==> src/rtl/rnbip_pkg.sv <==
// Shared RNBIP opcode classes, sequencer state encoding and decode helpers.
// Reused by the pipeline sequencer and the instruction decoder.
package rnbip_pkg;

   localparam logic [7:0] OP_NOP = 8'h00;
   localparam logic [4:0] OP_LDA = 5'b01110;
   localparam logic [4:0] OP_POP = 5'b01111;
   localparam logic [3:0] OP_IO  = 4'b1111;

   // Sequencer states: a plain 2-bit type so legacy netlists can match encodings
   typedef logic [1:0] state_t;
   localparam state_t ST_RUN     = 2'd0;
   localparam state_t ST_FLUSH   = 2'd1;
   localparam state_t ST_IO_WAIT = 2'd2;
   localparam state_t ST_IO_DONE = 2'd3;

   function automatic logic is_load_rn(input logic [7:0] op);
      return ((op[7:3] == OP_LDA) && (op[2:0] != 3'b000)) || (op[7:3] == OP_POP);
   endfunction

   function automatic logic is_io(input logic [7:0] op);
      return op[7:4] == OP_IO;
   endfunction

   function automatic logic is_rn_reader(input logic [7:0] op);
      logic reader;
      reader = 1'b0;
      if ((op[7:3] == 5'b00100) || (op[7:3] == 5'b01000) ||
          (op[7:3] == 5'b01010) || (op[7:3] == 5'b01101))
         reader = 1'b1;
      else if (op[7:3] == 5'b01100)
         reader = (op[2:0] != 3'b000);
      // Register ALU group 1000..1110; 1111 is the port I/O class
      else if (op[7] && !op[3] && (op[7:4] != OP_IO))
         reader = 1'b1;
      return reader;
   endfunction

endpackage

==> src/rtl/pipe_hazard_ctrl_if.sv <==
// Port I/O handshake between the pipeline sequencer and the port block.
interface pipe_hazard_ctrl_if;
   logic       io_req;
   logic       io_we;
   logic [2:0] io_port;
   logic       io_ack;
   logic [7:0] io_rdata;

   modport master (output io_req, io_we, io_port, input io_ack, io_rdata);
   modport slave  (input io_req, io_we, io_port, output io_ack, io_rdata);
endinterface

==> src/rtl/pipe_hazard_ctrl_io_timer.sv <==
// Up-counter for the port I/O wait; clear loads zero, expiry at IO_TIMEOUT-1.
module pipe_io_timer #(
   parameter int IO_TIMEOUT = 64
) (
   input  logic clk,
   input  logic rst_n,
   input  logic clear,
   input  logic enable,
   output logic expired
);

   localparam int TW = $clog2(IO_TIMEOUT);
   localparam logic [TW-1:0] LAST = TW'(IO_TIMEOUT - 1);

   logic [TW-1:0] count;

   // Holds at the last value so expiry stays asserted until the owner clears it
   always_ff @(posedge clk or negedge rst_n) begin
      if (!rst_n)
         count <= '0;
      else if (clear)
         count <= '0;
      else if (enable && (count != LAST))
         count <= count + TW'(1);
   end

   assign expired = (count == LAST);

endmodule

==> src/rtl/pipe_hazard_ctrl.sv <==
// RNBIP pipeline sequencer: load-use stall, taken-branch squash, port I/O
// handshake with timeout, and a saturating stall-cycle counter.
module pipe_hazard_ctrl
   import rnbip_pkg::*;
#(
   parameter int IO_TIMEOUT = 64,
   parameter int CNT_W      = 16
) (
   input  logic             clk,
   input  logic             rst_n,
   input  logic [7:0]       id_opcode,
   input  logic             id_valid,
   input  logic [7:0]       ex_opcode,
   input  logic             ex_valid,
   input  logic             ex_branch_taken,
   pipe_hazard_ctrl_if.master io,
   output logic             pc_stall,
   output logic             ifid_stall,
   output logic             ifid_flush,
   output logic             idex_bubble,
   output logic [7:0]       in_data,
   output logic             io_timeout,
   output logic [CNT_W-1:0] stall_cycles
);

   state_t state, next_state;
   logic   branch_hit, load_use, io_hit, timer_expired;

   always_comb begin
      branch_hit = ex_valid && ex_branch_taken;
      load_use   = ex_valid && is_load_rn(ex_opcode) &&
                   id_valid && is_rn_reader(id_opcode) &&
                   (id_opcode[2:0] == ex_opcode[2:0]);
      io_hit     = id_valid && is_io(id_opcode);
   end

   // Controls are combinational so they act on the edge that detects the hazard
   always_comb begin
      next_state  = state;
      pc_stall    = 1'b0;
      ifid_stall  = 1'b0;
      ifid_flush  = 1'b0;
      idex_bubble = 1'b0;
      case (state)
         ST_RUN: begin
            if (branch_hit) begin
               ifid_flush  = 1'b1;
               idex_bubble = 1'b1;
               next_state  = ST_FLUSH;
            end else if (load_use) begin
               pc_stall    = 1'b1;
               ifid_stall  = 1'b1;
               idex_bubble = 1'b1;
            end else if (io_hit) begin
               pc_stall    = 1'b1;
               ifid_stall  = 1'b1;
               idex_bubble = 1'b1;
               next_state  = ST_IO_WAIT;
            end
         end
         ST_FLUSH: begin
            ifid_flush  = 1'b1;
            idex_bubble = 1'b1;
            next_state  = ST_RUN;
         end
         ST_IO_WAIT: begin
            pc_stall    = 1'b1;
            ifid_stall  = 1'b1;
            idex_bubble = 1'b1;
            if (io.io_ack || timer_expired)
               next_state = ST_IO_DONE;
         end
         default: next_state = ST_RUN;
      endcase
      if (!rst_n) begin
         pc_stall    = 1'b0;
         ifid_stall  = 1'b0;
         ifid_flush  = 1'b0;
         idex_bubble = 1'b0;
      end
   end

   pipe_io_timer #(.IO_TIMEOUT(IO_TIMEOUT)) u_timer (
      .clk     (clk),
      .rst_n   (rst_n),
      .clear   (state != ST_IO_WAIT),
      .enable  (state == ST_IO_WAIT),
      .expired (timer_expired)
   );

   // An ack on the expiry cycle wins: data is taken and no timeout is flagged
   always_ff @(posedge clk or negedge rst_n) begin
      if (!rst_n) begin
         state      <= ST_RUN;
         io.io_req  <= 1'b0;
         io.io_we   <= 1'b0;
         io.io_port <= 3'd0;
         in_data    <= 8'h00;
         io_timeout <= 1'b0;
      end else begin
         state      <= next_state;
         io.io_req  <= (next_state == ST_IO_WAIT);
         io_timeout <= (state == ST_IO_WAIT) && !io.io_ack && timer_expired;
         if ((state == ST_RUN) && (next_state == ST_IO_WAIT)) begin
            io.io_we   <= id_opcode[3];
            io.io_port <= id_opcode[2:0];
         end
         if ((state == ST_IO_WAIT) && io.io_ack && !io.io_we)
            in_data <= io.io_rdata;
      end
   end

   always_ff @(posedge clk or negedge rst_n) begin
      if (!rst_n)
         stall_cycles <= '0;
      else if (pc_stall && (stall_cycles != '1))
         stall_cycles <= stall_cycles + CNT_W'(1);
   end

endmodule

==> src/flat_wrapper.sv <==
// flat-port wrapper written by rule: the top's interface ports become plain ports
module pipe_hazard_ctrl_flat import rnbip_pkg::*;
#(
   parameter int IO_TIMEOUT = 64,
   parameter int CNT_W      = 16
)
  (clk, rst_n, id_opcode, id_valid, ex_opcode, ex_valid, ex_branch_taken, pc_stall, ifid_stall, ifid_flush, idex_bubble, in_data, io_timeout, stall_cycles, io_io_req, io_io_we, io_io_port, io_io_ack, io_io_rdata);
  pipe_hazard_ctrl_if io_i ();
  input  logic clk;
  input  logic rst_n;
  input  logic [7:0] id_opcode;
  input  logic id_valid;
  input  logic [7:0] ex_opcode;
  input  logic ex_valid;
  input  logic ex_branch_taken;
  output logic pc_stall;
  output logic ifid_stall;
  output logic ifid_flush;
  output logic idex_bubble;
  output logic [7:0] in_data;
  output logic io_timeout;
  output logic [CNT_W-1:0] stall_cycles;
  output wire logic [$bits(io_i.io_req)-1:0] io_io_req;
  output wire logic [$bits(io_i.io_we)-1:0] io_io_we;
  output wire logic [$bits(io_i.io_port)-1:0] io_io_port;
  input wire logic [$bits(io_i.io_ack)-1:0] io_io_ack;
  input wire logic [$bits(io_i.io_rdata)-1:0] io_io_rdata;
  assign io_io_req = io_i.io_req;
  assign io_io_we = io_i.io_we;
  assign io_io_port = io_i.io_port;
  assign io_i.io_ack = io_io_ack;
  assign io_i.io_rdata = io_io_rdata;
  pipe_hazard_ctrl #(.IO_TIMEOUT(IO_TIMEOUT), .CNT_W(CNT_W)) u_core (.clk(clk), .rst_n(rst_n), .id_opcode(id_opcode), .id_valid(id_valid), .ex_opcode(ex_opcode), .ex_valid(ex_valid), .ex_branch_taken(ex_branch_taken), .io(io_i), .pc_stall(pc_stall), .ifid_stall(ifid_stall), .ifid_flush(ifid_flush), .idex_bubble(idex_bubble), .in_data(in_data), .io_timeout(io_timeout), .stall_cycles(stall_cycles));
endmodule
==> config.mk <==
export PLATFORM = sky130hd
export DESIGN_NAME = pipe_hazard_ctrl_flat
export DESIGN_NICKNAME = d
export VERILOG_FILES = /design/src/rtl/rnbip_pkg.sv /design/src/rtl/pipe_hazard_ctrl_if.sv /design/src/rtl/pipe_hazard_ctrl_io_timer.sv /design/src/rtl/pipe_hazard_ctrl.sv /design/src/flat_wrapper.sv
export SDC_FILE = /design/constraint.sdc
export NUM_CORES = 1
export LEC_CHECK = 0
export CAP_MARGIN = 40
export CORE_ASPECT_RATIO = 0.7
export CORE_MARGIN = 2
export CORE_UTILIZATION = 46
export DETAILED_ROUTE_END_ITERATION = 10
export PLACE_DENSITY = 0.8
export SLEW_MARGIN = 20
export SYNTH_ARGS = -nofsm -noshare
export SYNTH_HDL_FRONTEND = slang
export SYNTH_SLANG_ARGS = --single-unit
==> constraint.sdc <==
create_clock -name clk -period 2.57 [get_ports clk]
set_input_delay 0.257 -clock clk [delete_from_list [all_inputs] [get_ports clk]]
set_output_delay 0.257 -clock clk [all_outputs]
set_load 0.05 [all_outputs]
==> results.ini, run 1 <==
[worst_setup_path]
setup.worst_path.start_class = input pin
cp_class = in2out
regToRegSetupSlack_ns = 0.41
worstPathCellList = clkdlybuf4s50_1 > nand2_1 > or4_1 > o211ai_1 > nand3_1 > a31oi_1 > o211a_1 > buf_12
worst_ep_required_time_ns = 2.31
timing.critical_path.slowest_stage_cell = clkdlybuf4s50_1
sum_of_buffers_and_inverters_on_the_critical_path = 2
cp_max_fo = 3
timing.critical_path.max_delay_family = simple AND/OR/NAND/NOR gates
critPathArrivalTime_ns = 2.11
setup.worst_path.end_class = output port
slowest_delay_ns = 0.49

[sta]
final_period_minus_worst_setup_slack_ns = 2.36
rsz0062_at_grt = no
drv_slew = 0
final_hold_viol_count = 0
report.final.setup_viol = 0
fmax_mhz = 423
worst-slew-pin-transition_ns = 0.507
final.period_utilization_pct = 91.9
fin_skew_ns = 0.00813
relSlewSlack_pct = 66.1
setup_tns_ns = 0

[power]
internal-power_mw = 1.38
clock_power_share_pct = 17.8
report.power.total_mw = 2.37
switching_share_pct = 41.7
switchingPower_mw = 0.987
power_frac_seq_pct = 34.7
vdd_ir_drop_max_v = 0.000707
leakage_power_nw = 1.20
pwr_density_cell_nw_per_um2 = 848
combPwrFrac_pct = 47.5

[drt]
vias = 1576
route.final.wire_length_mm = 4.10
route.detailed.wl_per_inst_um = 13.8
routed_via_density = 5.29
drc_errors = 0
detailedRoute.firstPassIterationCount = 4
initialDrtViolationCount = 52
ant_nets = 0

[global_routing]
first_global_vias = 1489
number_of_antenna_violations_at_the_first_check_in_global_routing = 0
overflow = 0
grt_max_degree = 36
grt_pass1_wl_mm = 6.89
globalRouteTotalUtil_pct = 18.9

[logic_synthesis]
synth_seq_cells = 38
synth_top_area_cell = dfrtp_1
nets_in_the_synthesized_netlist = 211
synth-edff-count = 0
netlist_instances = 174
synthesis.area_per_instance_um2 = 11.3
count_of_unique_library_cells_instantiated_by_yosys = 43
ys_top_cells_by_area = dfrtp_1, mux2_2, xnor2_1
synthDominantCellAreaShare_pct = 48.5
synthArstFlopShare_pct = 100
syn-cell-area_um2 = 1960
yosys_warnings = 0
synth_sequential_area_ratio_pct = 48.5
synth_flop_cell = dfrtp_1

[min_path]
holdCritPathClass = in2async

[die]
core.rowCount = 19
start_util_pct = 48.8
ios = 64
dieHeight_um = 58.6
die-width_um = 82.1
core-area_um2 = 4020
fp.dieArea_um2 = 4810

[final_layout]
num_antenna_cells = 0
multi_input_combinational_cell_area_um2 = 961
nets = 282
area_growth_pct = 42.3
sequential_cell_area_um2 = 951
num-fill-cells = 292
final_layout_size_suffix_gt1_share_pct = 15.4

[placement]
io_buffers = 63
place.detailed.hpwl_mm = 3.03
gp_congestion = 0.782

[clock_network]
tritoncts = yes
cts_setup_buffers = 0
cts.path.max_buffers = 2
clock_tree_root_buffer_cell = clkbuf_8
clock_sink_count = 38
path_clk_slew_ns = 0.07
cts.htree.levels = 2
insertion_delay_of_the_later_clocked_pin_in_the_worst_skew_pair_ns = 0.29
numCtsBuffers = 5

[outcome]
outcome = complete, no violations

[job]
timing.max_cap.violations = 0

==> state kept, by name, indices dropped and copies added, names as in the netlist <==
signal / cells
u_core.io_timeout: 1
u_core.state: 2
u_core.in_data: 8
u_core.stall_cycles: 16
u_core.u_timer.count: 6
u_core.io.io_req: 1
u_core.io.io_port: 3
u_core.io.io_we: 1
==> placed cells by master (no fill, tap or decap), types with 4 or more instances in the layout <==
cell type and n:
a31oi_1 4, nor2_1 5, ha_1 7, clkdlybuf4s50_1 58
dfrtp_1 38, mux2_2 13, nand3_1 15, nand2_1 8
buf_4 5, clkbuf_8 6, xnor2_1 15, nand4_1 4
and3_1 8, xor2_1 4, inv_1 7, o21ai_0 6
==> cell usage after synthesis (2+ instances only) <==
master	count
dfrtp_1	38
nand3_1	15
xnor2_1	15
mux2_2	13
and3_1	8
nand2_1	8
ha_1	7
inv_1	7
o21ai_0	6
nor2_1	5
a31oi_1	4
nand4_1	4
xor2_1	4
and2_1	3
nor3b_1	3
nor4_1	3
a21oi_1	2
and4_1	2
buf_4	2
o21a_1	2
==> layer usage <==
layer	up-vias	routed length [um]	part of all wire, %	track usage [%]
li1	763	-	-	-
met1	758	2130	52	27.9
met2	51	1680	41	26.9
met3	4	276	6.7	5.98
met4	0	19	0.46	5.24
met5	-	0	0	0
==> through the flow <==
step                hold WS [ns]  setup WS [ns]  std cells  util (%)  area, um2
floorplan                -0.0386          0.404        174         -       1960
global placement           0.109          0.255        289      66.9       2690
detailed placement         0.109          0.209        289      66.9       2690
CTS                        0.351          0.210        298      69.5       2790
global route               0.368          0.130        298      69.5       2790
finish                     0.351          0.207        298      69.5       2790
==> cell families after synthesis <==
family,Yosys count,share of synthesized area (%)
AOI/OAI and AO/OA,22,8.93
xor gates and xnor gates,19,8.48
adders and majority gates,7,4.46
buffers and inverters,11,2.55
DFF,38,48.5
muxes,14,7.97
and+or+nand+nor,63,19.1
==> final cells by class <==
class                      count  area share, %
timing repair buffer          68           24.8
clock inverter                 2          0.448
clock buffer                   6           2.96
sequential                    38           34.1
inverter                       7          0.941
tap                           52           2.33
multi-input combinational    125           34.4
==> worst reg2reg max path, delay by kind of cell (launching register included) <==
| kind | cells | cell delay (ns) |
|---|---|---|
| adder cells (fa/ha/maj) | 1 | 0.27 |
| buffers and inverters | 1 | 0.14 |
| AND/OR/NAND/NOR | 2 | 0.21 |
| AO/OA/AOI/OAI | 2 | 0.59 |
| multiplexers | 1 | 0.39 |
| flip-flops | 1 | 0.43 |
==> worst paths after layout <==
check                                        from                      end  cells past startpoint
max                                  id_opcode[6]              idex_bubble                      8
min                                         rst_n  u_core.stall_cycles[10]                      2
max reg2reg                       u_core.state[0]     u_core.io.io_port[0]                      7
min reg2reg                u_core.stall_cycles[5]   u_core.stall_cycles[5]                      1
max in group asynchronous                   rst_n  u_core.stall_cycles[15]                      3
min in group clk           u_core.stall_cycles[5]   u_core.stall_cycles[5]                      1
==> power by group through the flow <==
stage | Combinational, mW | Clock [mW] | Sequential (mW)
CTS | 1.13 | 0.436 | 0.823
global route | 1.19 | 0.465 | 0.839
detailed placement | 1.13 | 0 | 0.832
global placement | 1.12 | 0 | 0.829
floorplan | 0.313 | 0 | 1.24
finish | 1.12 | 0.421 | 0.822
==> repair_timing <==
action	CTS	global route
gates resized for setup	0	0
hold buffers	1	0
endpoints found under the hold margin	5	0
No activity file was read; power rests on OpenSTA's default activity.
==> run 2: changes to the inputs <==
- CORE_UTILIZATION: 46 -> 47
- CTS_BUF_LIST: unset -> sky130_fd_sc_hd__clkbuf_4
- PLACE_DENSITY: 0.8 -> 0.81
==> run 2 against run 1 <==
Clock power is 7.1% lower. Routed wire length is 0.12% higher. Sequential power hardly changed. Critical endpoint unchanged. Final cell count is 0.67% lower. Via count is 0.89% lower. Sequential cell count stayed put. Hold slack worse by 0.33 ns. Cell area is 1.3% lower. Total power is 1.3% lower. Highest routed layer unchanged. Setup slack better by 0.024 ns.
==> results.ini, run 2 (synthesis gave the netlist of run 1 again) <==
[outcome]
outcome = complete, no violations

[global_routing]
grt_pass1_wl_mm = 6.89  ; -0.10%
first_global_vias = 1515  ; +1.7%
grt_max_degree = 41  ; +14%
overflow = 0  ; unchanged
number_of_antenna_violations_at_the_first_check_in_global_routing = 0  ; unchanged
globalRouteTotalUtil_pct = 18.9  ; -0.035 points

[final_layout]
stdcell_area_um2 = 2760  ; -1.3%
area_growth_pct = 40.5
final_cell_mix = clkdlybuf4s50_1, dfrtp_1, nand3_1, xnor2_1, mux2_2
mostFrequentLayoutCell = clkdlybuf4s50_1
register_with_the_most_flip_flops = u_core.stall_cycles
final_layout_size_suffix_gt1_share_pct = 15.2  ; -0.28 points
num-fill-cells = 307  ; +5.1%
layout_top_registers = u_core.stall_cycles (16), u_core.in_data (8), u_core.u_timer.count (6)
largest_register_ffs = 16  ; unchanged
final_cells = 296  ; -0.67%
nets = 280  ; -0.71%
num_antenna_cells = 0  ; unchanged

[clock_network]
cts.path.max_buffers = 2  ; unchanged
clock_sink_count = 38  ; unchanged
holdBufCountCts = 0  ; -1
tritoncts = yes
cts_setup_buffers = 0  ; unchanged
numCtsBuffers = 5  ; unchanged
cts-resized-gates = 0  ; unchanged
clock_tree_root_buffer_cell = clkbuf_4
insertion_delay_of_the_later_clocked_pin_in_the_worst_skew_pair_ns = 0.33  ; +0.04 ns
cts.htree.levels = 2  ; unchanged
path_clk_slew_ns = 0.12  ; +0.05 ns

[power]
switchingPower_mw = 0.970  ; -1.7%
clock_power_share_pct = 16.7  ; -1.1 points
combPwrFrac_pct = 48.1  ; +0.6 points
internal-power_mw = 1.37  ; -1.1%
switching_share_pct = 41.6  ; -0.14 points
power_frac_seq_pct = 35.1  ; +0.4 points
vdd_ir_drop_max_v = 0.000667  ; -5.6%
leakage_power_nw = 1.19  ; -0.88%
pwr_density_cell_nw_per_um2 = 847  ; about the same

[sta]
report.final.setup_viol = 0  ; unchanged
drv_slew = 0  ; unchanged
fin_skew_ns = 0.0109  ; +0.00275 ns
worst-slew-pin-transition_ns = 0.525  ; +0.0185 ns
relSlewSlack_pct = 64.9  ; -1.2 points
setup_tns_ns = 0  ; unchanged
fmax_mhz = 428  ; +1.0%
final.period_utilization_pct = 91.0  ; -0.93 points
final_period_minus_worst_setup_slack_ns = 2.34  ; -0.0238 ns
final_hold_viol_count = 0  ; unchanged
rsz0062_at_grt = no

[worst_setup_path]
sum_of_buffers_and_inverters_on_the_critical_path = 2  ; unchanged
cp_class = in2out
cp_max_fo = 3  ; unchanged
critPathArrivalTime_ns = 2.08  ; -0.03 ns
setup.worst_path.end_class = output port
worst_ep_required_time_ns = 2.31  ; about the same
worstPathCellList = clkdlybuf4s50_1 > nand2_1 > or4_1 > o211ai_1 > nand3_1 > a31oi_1 > o211a_1 > buf_12
timing.critical_path.slowest_stage_cell = clkdlybuf4s50_1
setup.worst_path.start_class = input pin
slowest_delay_ns = 0.49  ; about the same
timing.critical_path.max_delay_family = simple AND/OR/NAND/NOR gates

[drt]
initialDrtViolationCount = 96  ; +85%
route.detailed.wl_per_inst_um = 13.9  ; +0.80%
detailedRoute.firstPassIterationCount = 4  ; unchanged
ant_nets = 0  ; unchanged
routed_via_density = 5.28  ; -0.22%
vias = 1562  ; -0.89%
drc_errors = 0  ; unchanged
route.final.wire_length_mm = 4.10  ; +0.12%

[min_path]
holdCritPathClass = in2async

[die]
core-area_um2 = 3970  ; -1.2%
core.rowCount = 19  ; unchanged
start_util_pct = 49.4  ; +0.58 points
dieHeight_um = 58.1  ; -1.0%
ios = 64  ; unchanged
fp.dieArea_um2 = 4720  ; -2.0%
die-width_um = 81.2  ; -1.0%

[placement]
placed_area_um2 = 2680  ; -0.28%
io_buffers = 63  ; unchanged
place.detailed.hpwl_mm = 3.10  ; +2.2%
dpl.cell_count = 288  ; -0.35%
gp_congestion = 0.779  ; -0.29%

[job]
timing.max_cap.violations = 0  ; unchanged

==> run 2: cell count changes in the layout (fill, tap and decap cells not counted), sizes merged <==
cell / delta
buf: -1
bufinv: +1
clkbuf: -1
clkinv: +1
clkinvlp: -1
dlygate4sd3: -1
==> run 2: power groups by stage <==
stage               registers, mW  logic, mW  clock network, mW
floorplan                    1.24      0.313                  0
CTS                         0.821       1.13              0.409
finish                      0.820       1.12              0.391
global placement            0.829       1.12                  0
global route                0.839       1.19              0.438
detailed placement          0.832       1.13                  0
==> run 2: path summary, 6_finish.rpt <==
kind	to	start	depth (start not counted)	slack [ns]
max	idex_bubble	id_opcode[6]	8	0.23
min	u_core.in_data[6]	rst_n	2	0.02
max reg2reg	u_core.io.io_port[0]	u_core.state[0]	7	0.42
min reg2reg	u_core.stall_cycles[14]	u_core.stall_cycles[14]	1	0.51
max in group asynchronous	u_core.io.io_port[1]	rst_n	2	2.20
min in group clk	u_core.stall_cycles[14]	u_core.stall_cycles[14]	1	0.51
==> run 2: final cells by class <==
class | instances | area, um2 | area share, %
clock buffer | 5 | 37.5 | 1.36
clock inverter | 3 | 40.0 | 1.45
inverter | 7 | 26.3 | 0.953
multi-input combinational | 125 | 961 | 34.9
sequential | 38 | 951 | 34.5
tap | 52 | 65.1 | 2.36
timing repair buffer | 66 | 676 | 24.5
==> run 2: metal layers <==
metal | GRT usage (%) | part of all wire [%] | routed length, um | up-vias
met5 | 0 | 0 | 0 | -
met4 | 4.36 | 0.66 | 27 | 0
met3 | 5.76 | 6.6 | 271 | 5
met2 | 28.9 | 44 | 1800 | 50
met1 | 26.6 | 49 | 2010 | 740
li1 | - | - | - | 767
==> run 2: stage by stage <==
step / hold WS, ns / total power [mW] / setup slack (ns) / util [%]
after floorplan: -0.0386 / 1.55 / 0.404 / -
after global placement: 0.404 / 1.95 / 0.258 / 67.5
after global routing: 0.0400 / 2.47 / 0.107 / 69.4
final: 0.0212 / 2.34 / 0.231 / 69.4
after CTS: 0.0249 / 2.36 / 0.230 / 69.4
after detailed placement: 0.405 / 1.96 / 0.230 / 67.5
